**src/rtl/seq_pkg.sv**
```systemverilog
// Shared types for the multicycle datapath sequencer: FSM states, RV32 opcodes, instruction classes.
// Latency: n/a (types and a pure function). Backpressure: n/a.
package seq_pkg;

    typedef enum logic [2:0] {
        IDLE,
        FETCH,
        DECODE,
        EXEC,
        MEM,
        WB,
        HALT
    } state_t;

    localparam logic [6:0] LOAD   = 7'b0000011;
    localparam logic [6:0] STORE  = 7'b0100011;
    localparam logic [6:0] BRANCH = 7'b1100011;
    localparam logic [6:0] OP     = 7'b0110011;
    localparam logic [6:0] OP_IMM = 7'b0010011;

    typedef enum logic [2:0] {
        C_LOAD,
        C_STORE,
        C_BRANCH,
        C_ALU,
        C_ILLEGAL
    } instr_class_t;

    // The ALU only implements add, sub, and, or, srl for register-register ops.
    function automatic logic r_type_legal(input logic [6:0] funct7, input logic [2:0] funct3);
        logic ok;
        ok = 1'b0;
        if (funct7 == 7'b0000000) begin
            ok = (funct3 == 3'b000) || (funct3 == 3'b111) ||
                 (funct3 == 3'b110) || (funct3 == 3'b101);
        end else if (funct7 == 7'b0100000) begin
            ok = (funct3 == 3'b000);
        end
        return ok;
    endfunction

endpackage

```
**src/rtl/seq_opcode_class.sv**
```systemverilog
// Classifies the latched instruction into load/store/branch/alu/illegal.
// Latency: combinational. Backpressure: none.
module seq_opcode_class
    import seq_pkg::*;
(
    input  logic [6:0]   opcode,
    input  logic [2:0]   funct3,
    input  logic [6:0]   funct7,
    output instr_class_t instr_class,
    output logic         legal
);

    always_comb begin
        instr_class = C_ILLEGAL;
        case (opcode)
            LOAD:    instr_class = C_LOAD;
            STORE:   instr_class = C_STORE;
            BRANCH:  instr_class = C_BRANCH;
            OP:      instr_class = r_type_legal(funct7, funct3) ? C_ALU : C_ILLEGAL;
            OP_IMM:  instr_class = C_ALU;
            default: instr_class = C_ILLEGAL;
        endcase
    end

    assign legal = (instr_class != C_ILLEGAL);

endmodule

```
**src/rtl/datapath_sequencer.sv**
```systemverilog
// FETCH/DECODE/EXEC/MEM/WB sequencer owning pc and ir; SEQ_SINGLE_STEP_EN adds a step input.
// Latency: beq 3, R/I 4, sw 4, lw 5 cycles with same-cycle acks; each ack wait adds a cycle.
// Backpressure: req held until ack; no ack within MEM_WAIT_MAX+1 cycles -> bus_err and HALT.
module datapath_sequencer
    import seq_pkg::*;
#(
    parameter int              PC_W         = 12,
    parameter logic [PC_W-1:0] RESET_PC     = '0,
    parameter int              MEM_WAIT_MAX = 15,
    parameter int              CNT_W        = 16
) (
    input  logic             clock,
    input  logic             reset,
    input  logic             run,
    input  logic             halt_req,
`ifdef SEQ_SINGLE_STEP_EN
    input  logic             step,
`endif
    output logic             imem_req,
    input  logic             imem_ack,
    input  logic [31:0]      imem_rdata,
    output logic [PC_W-1:0]  pc,
    output logic [31:0]      ir,
    input  logic             branch_taken,
    input  logic [PC_W-1:0]  branch_target,
    output logic             decode_stb,
    output logic             exec_stb,
    output logic             dmem_req,
    output logic             dmem_we,
    input  logic             dmem_ack,
    output logic             wb_stb,
    output logic             reg_write_en,
    output logic             busy,
    output logic             halted,
    output logic             illegal_op,
    output logic             bus_err,
    output logic [CNT_W-1:0] instr_count
);

    localparam int WAIT_W = (MEM_WAIT_MAX < 2) ? 1 : $clog2(MEM_WAIT_MAX + 1);
    localparam logic [WAIT_W-1:0] WAIT_LAST = WAIT_W'(MEM_WAIT_MAX);

    state_t            state, state_nxt;
    logic [WAIT_W-1:0] wait_cnt;
    logic              halt_pend;
    instr_class_t      cls;
    logic              legal;
    logic              retire;
    logic              timeout;
    logic              fetch_go;
    logic              retire_idle;

    seq_opcode_class u_class (
        .opcode      (ir[6:0]),
        .funct3      (ir[14:12]),
        .funct7      (ir[31:25]),
        .instr_class (cls),
        .legal       (legal)
    );

`ifdef SEQ_SINGLE_STEP_EN
    assign fetch_go    = run && step;
    assign retire_idle = 1'b1;
`else
    assign fetch_go    = run;
    assign retire_idle = !run;
`endif

    always_ff @(posedge clock or posedge reset) begin
        if (reset) state <= IDLE;
        else       state <= state_nxt;
    end

    always_comb begin
        state_nxt    = state;
        imem_req     = 1'b0;
        decode_stb   = 1'b0;
        exec_stb     = 1'b0;
        dmem_req     = 1'b0;
        dmem_we      = 1'b0;
        wb_stb       = 1'b0;
        reg_write_en = 1'b0;
        retire       = 1'b0;
        timeout      = 1'b0;
        case (state)
            IDLE: begin
                if (fetch_go) state_nxt = FETCH;
            end
            FETCH: begin
                imem_req = 1'b1;
                if (imem_ack) begin
                    state_nxt = DECODE;
                end else if (wait_cnt == WAIT_LAST) begin
                    timeout   = 1'b1;
                    state_nxt = HALT;
                end
            end
            DECODE: begin
                decode_stb = 1'b1;
                state_nxt  = legal ? EXEC : HALT;
            end
            EXEC: begin
                exec_stb = 1'b1;
                case (cls)
                    C_LOAD, C_STORE: state_nxt = MEM;
                    C_BRANCH:        retire    = 1'b1;
                    default:         state_nxt = WB;
                endcase
            end
            MEM: begin
                dmem_req = 1'b1;
                dmem_we  = (cls == C_STORE);
                if (dmem_ack) begin
                    if (cls == C_STORE) retire    = 1'b1;
                    else                state_nxt = WB;
                end else if (wait_cnt == WAIT_LAST) begin
                    timeout   = 1'b1;
                    state_nxt = HALT;
                end
            end
            WB: begin
                wb_stb       = 1'b1;
                reg_write_en = (ir[11:7] != 5'd0);
                retire       = 1'b1;
            end
            default: state_nxt = HALT;
        endcase
        // A halt request arriving in the retire cycle itself still counts.
        if (retire) begin
            if (halt_pend || halt_req) state_nxt = HALT;
            else if (retire_idle)      state_nxt = IDLE;
            else                       state_nxt = FETCH;
        end
    end

    always_ff @(posedge clock or posedge reset) begin
        if (reset) begin
            pc          <= RESET_PC;
            ir          <= '0;
            wait_cnt    <= '0;
            halt_pend   <= 1'b0;
            illegal_op  <= 1'b0;
            bus_err     <= 1'b0;
            instr_count <= '0;
        end else begin
            if (state_nxt != state)
                wait_cnt <= '0;
            else if (state == FETCH || state == MEM)
                wait_cnt <= wait_cnt + 1'b1;

            if (state_nxt == FETCH && state != FETCH)
                halt_pend <= 1'b0;
            else if (busy)
                halt_pend <= halt_pend || halt_req;

            if (state == FETCH && imem_ack)
                ir <= imem_rdata;
            if (state == DECODE && !legal)
                illegal_op <= 1'b1;
            if (timeout)
                bus_err <= 1'b1;

            if (retire) begin
                instr_count <= instr_count + 1'b1;
                pc <= (state == EXEC && branch_taken) ? branch_target : pc + 1'b1;
            end
        end
    end

    assign busy   = (state != IDLE) && (state != HALT);
    assign halted = (state == HALT);

endmodule
```
**config.mk**
```make
export PLATFORM = sky130hd
export DESIGN_NAME = datapath_sequencer
export DESIGN_NICKNAME = d
export VERILOG_FILES = /design/src/rtl/seq_pkg.sv /design/src/rtl/seq_opcode_class.sv /design/src/rtl/datapath_sequencer.sv
export SDC_FILE = /design/constraint.sdc
export NUM_CORES = 1
export LEC_CHECK = 0
export CORE_ASPECT_RATIO = 1.5
export CORE_MARGIN = 4
export CORE_UTILIZATION = 45
export CTS_BUF_LIST = sky130_fd_sc_hd__clkbuf_4
export CTS_CLUSTER_SIZE = 40
export DETAILED_ROUTE_END_ITERATION = 10
export GPL_TIMING_DRIVEN = 0
export PLACE_DENSITY_LB_ADDON = 0.15
export SYNTH_ARGS = -nofsm -noshare
export SYNTH_HDL_FRONTEND = slang
export SYNTH_SLANG_ARGS = --single-unit
export TNS_END_PERCENT = 100
```
**constraint.sdc**
```tcl
create_clock -name clock -period 4.2 [get_ports clock]
set_input_delay 0.84 -clock clock [delete_from_list [all_inputs] [get_ports clock]]
set_output_delay 0.84 -clock clock [all_outputs]
set_load 0.05 [all_outputs]
```
==> impl_metrics.py, run 1 <==
metrics = {
    "final_layout": {
        "drive_gt1_frac": 0.158,
        "area_delta_synth_final_pct": 40.3,
        "finalNonFillerCells": 565,
        "final_common_cell": "clkdlybuf4s50_1",
        "nNetsFinal": 513,
        "layout_common_cells": "clkdlybuf4s50_1, dfrtp_1, mux2_2",
    },
    "cts": {
        "cts_max_level": 3,
        "path_clk_slew_ps": 100,
        "root_buffer": "clkbuf_4",
        "clock-sinks": 70,
        "cts_tree": "yes",
        "clockBufferDepth": 2,
        "cts.repair.resized": 0,
        "postCtsSetupRepairBufs": 0,
        "holdBufCountCts": 0,
        "clk_latency_ps": 420,
        "cts_buffers": 9,
    },
    "synth": {
        "synth_top_cell_area_share": 0.491,
        "yosysTopAreaCell": "dfrtp_1",
        "synthFlopType": "dfrtp_1",
        "netlist_instances": 327,
        "synth_area_leaders": "dfrtp_1, mux2_2, a21oi_1",
        "ys_ff_latch": 70,
        "synth-edff-count": 0,
        "synth_area_sq_um": 3570,
        "yosys_warnings": 0,
        "netlist-cell-type-count": 58,
        "yosysSeqAreaShare": 0.491,
        "syn_area_per_cell_sq_um": 10.9,
        "synthArstFlopShare": 1.00,
        "syn_nets": 381,
    },
    "sta": {
        "tns_ps": 0,
        "slew_headroom": 0.433,
        "fin_crit_sh": 0.820,
        "min_period_ps": 3440,
        "max_freq_mhz": 291,
        "tightest_slew_ps": 851,
        "setup_viol": 0,
        "rsz0062_at_grt": "no",
        "hold_viol_final": 0,
        "finalMaxSlewViolations": 0,
        "whs_ps": 465,
        "clock_skew_ps": 13.4,
    },
    "power_and_ir_drop": {
        "power.density_nw_per_um2": 303,
        "switching_share": 0.334,
        "irDropWorstVdd_mv": 0.198,
        "p_leak_nw": 2.16,
        "power.share.sequential": 0.511,
        "p_comb_frac": 0.260,
        "p_sw_mw": 0.506,
        "internal_power_mw": 1.01,
        "clkPwrFrac": 0.229,
    },
    "worst_setup_path": {
        "cp.required_ps": 3360,
        "cp.arrival_ps": 2600,
        "critical_path_buf_inv_count": 3,
        "slowest_delay_ps": 870,
        "crit_slowest_cell": "clkdlybuf4s50_1",
        "crit_fanout": 10,
        "start_kind": "flip-flop",
        "reg2reg_slack_ps": 2000,
        "r2r_cells": 6,
        "regToRegStartpoint": "ir[6]$_DFFE_PP0P_",
        "path_delay_family": "buffers and inverters",
        "worstSetupPathType": "flip-flop to primary output",
        "r2r_end": "wait_cnt[3]$_DFFE_PP0P_",
        "cp-end-kind": "primary output",
        "critical_path.cell_chain": "buf_4 > inv_1 > nand3_1 > nor4_1 > clkdlybuf4s50_1",
    },
    "grt": {
        "antenna_found_initial": 1,
        "grt_pass1_wl_mm": 15.1,
        "busiest_layer": "met2",
        "grt_max_degree": 71,
        "grt_overflow_total": 0,
        "use_met3": 0.0674,
        "use_met1": 0.239,
        "grt_pass1_vias": 3138,
        "grtUsageTotal": 0.209,
        "grt_util_met2": 0.351,
    },
    "run": {
        "drv_cap": 0,
    },
    "routing": {
        "drt-total-wl_mm": 9.35,
        "avgRoutedWirePerCell_um": 16.5,
        "drt_pass1_iterations": 5,
        "num_vias": 3029,
        "drt_iter0_drc": 74,
        "viasPerCell": 5.36,
        "ant_nets": 0,
        "drc": 0,
    },
    "min_path": {
        "hold_start": "illegal_op$_DFFE_PP0P_",
        "hold_depth": 1,
        "whs_endpoint": "illegal_op$_DFFE_PP0P_",
        "min_path_type": "flip-flop to flip-flop",
    },
    "floorplanning": {
        "num_rows": 39,
        "ios": 122,
        "die_area_sq_um": 9450,
        "die_h_um": 117,
        "chipWidth_um": 80.7,
        "start_util": 0.466,
        "core_sq_um": 7660,
    },
    "outcome": {
        "status": "finished, final reports clean",
    },
    "place": {
        "port_buffers": 121,
        "placed_cells": 550,
        "place.gp.congestion": 0.887,
        "dpl.hpwl_mm": 6.98,
    },
}
synth_stat cells (all sizes together) (2+ instances only):
library cell,number
a211oi,3
a21oi,26
a22o,2
a31o,2
and2,3
and3,9
buf,10
clkbuf,3
dfrtp,70
ha,3
inv,11
mux2,31
mux2i,2
nand2,28
nand2b,3
nand3,16
nand4,4
nand4b,2
nand4bb,2
nor2,15
nor2b,4
nor3,10
nor4,4
nor4b,2
nor4bb,3
o211ai,3
o21ai,12
o22ai,5
o2bb2ai,2
o32ai,2
or3b,2
xnor2,14
xor2,7
area by class of cell:
class	instances	area [sq um]
multi-input cells	233	1700
well taps	102	128
flip-flops and latches	70	1750
repair buffers	121	1210
fillers	642	2650
plain buffers	13	73.8
clock inverters	3	13.8
clock buffers	11	82.6
inverters	11	43.8
diodes	1	2.50
per-layer routing:
metal | vias up | wire length [um]
li1 | 1452 | -
met1 | 1444 | 3650
met2 | 119 | 4840
met3 | 14 | 686
met4 | 0 | 175
met5 | - | 0
registers in the layout (all words and copies together), names as in the netlist:
signal and flops:
illegal_op 1, pc 12, instr_count 16, bus_err 1, wait_cnt 4, ir 32
state 3, halt_pend 1
logic make-up after synthesis:
logic type / synth area share
mux: 0.103
compound gates: 0.123
buf+inv: 0.0322
flops: 0.491
xor+xnor: 0.0515
fa+ha+maj: 0.0105
simple gates: 0.189
through the flow:
step / total power [mW] / area (sq um) / util / setup WS [ps]
2_1_floorplan: 1.02 / 3570 / - / 893
3_3_place_gp: 1.17 / 4910 / 0.641 / 334
3_5_place_dp: 1.18 / 4910 / 0.641 / 1150
4_1_cts: 1.53 / 5010 / 0.654 / 718
5_1_grt: 1.60 / 5010 / 0.654 / 596
6_report: 1.52 / 5010 / 0.654 / 758
power groups by stage:
| stage | Sequential, mW | Combinational, mW | Clock (mW) |
|---|---|---|---|
| floorplan | 0.922 | 0.0980 | 0 |
| global placement | 0.785 | 0.389 | 0 |
| detailed placement | 0.788 | 0.396 | 0 |
| CTS | 0.775 | 0.398 | 0.361 |
| global route | 0.782 | 0.422 | 0.392 |
| finish | 0.775 | 0.394 | 0.348 |
worst max path at each step:
stage | cells past startpoint | startpoint | endpoint
after floorplan | 2 | ir[4]$_DFFE_PP0P_ | dmem_we
after global placement | 2 | reset | ir[22]$_DFFE_PP0P_
after detailed placement | 7 | dmem_ack | instr_count[15]$_DFFE_PP0N_
after CTS | 5 | state[1]$_DFF_PP0_ | dmem_we
after global routing | 5 | state[1]$_DFF_PP0_ | dmem_we
final | 5 | state[1]$_DFF_PP0_ | dmem_we
(Power assumes the default switching activity.)
==> run 2: changes to the inputs <==
- clock period: 4.2 -> 3.5 ns (I/O delays scaled with it)
==> results of run 2 <==
Same layout as run 1 (identical final DEF). Status: finished, final reports clean.
Among the figures that moved: setup slack after placement 1150 ps -> 595 ps; setup slack after layout 758 ps -> 198 ps; register-to-register setup slack 2000 ps -> 1300 ps; total power 1.52 mW -> 1.82 mW; worst IR drop on VDD 0.198 mV -> 0.238 mV
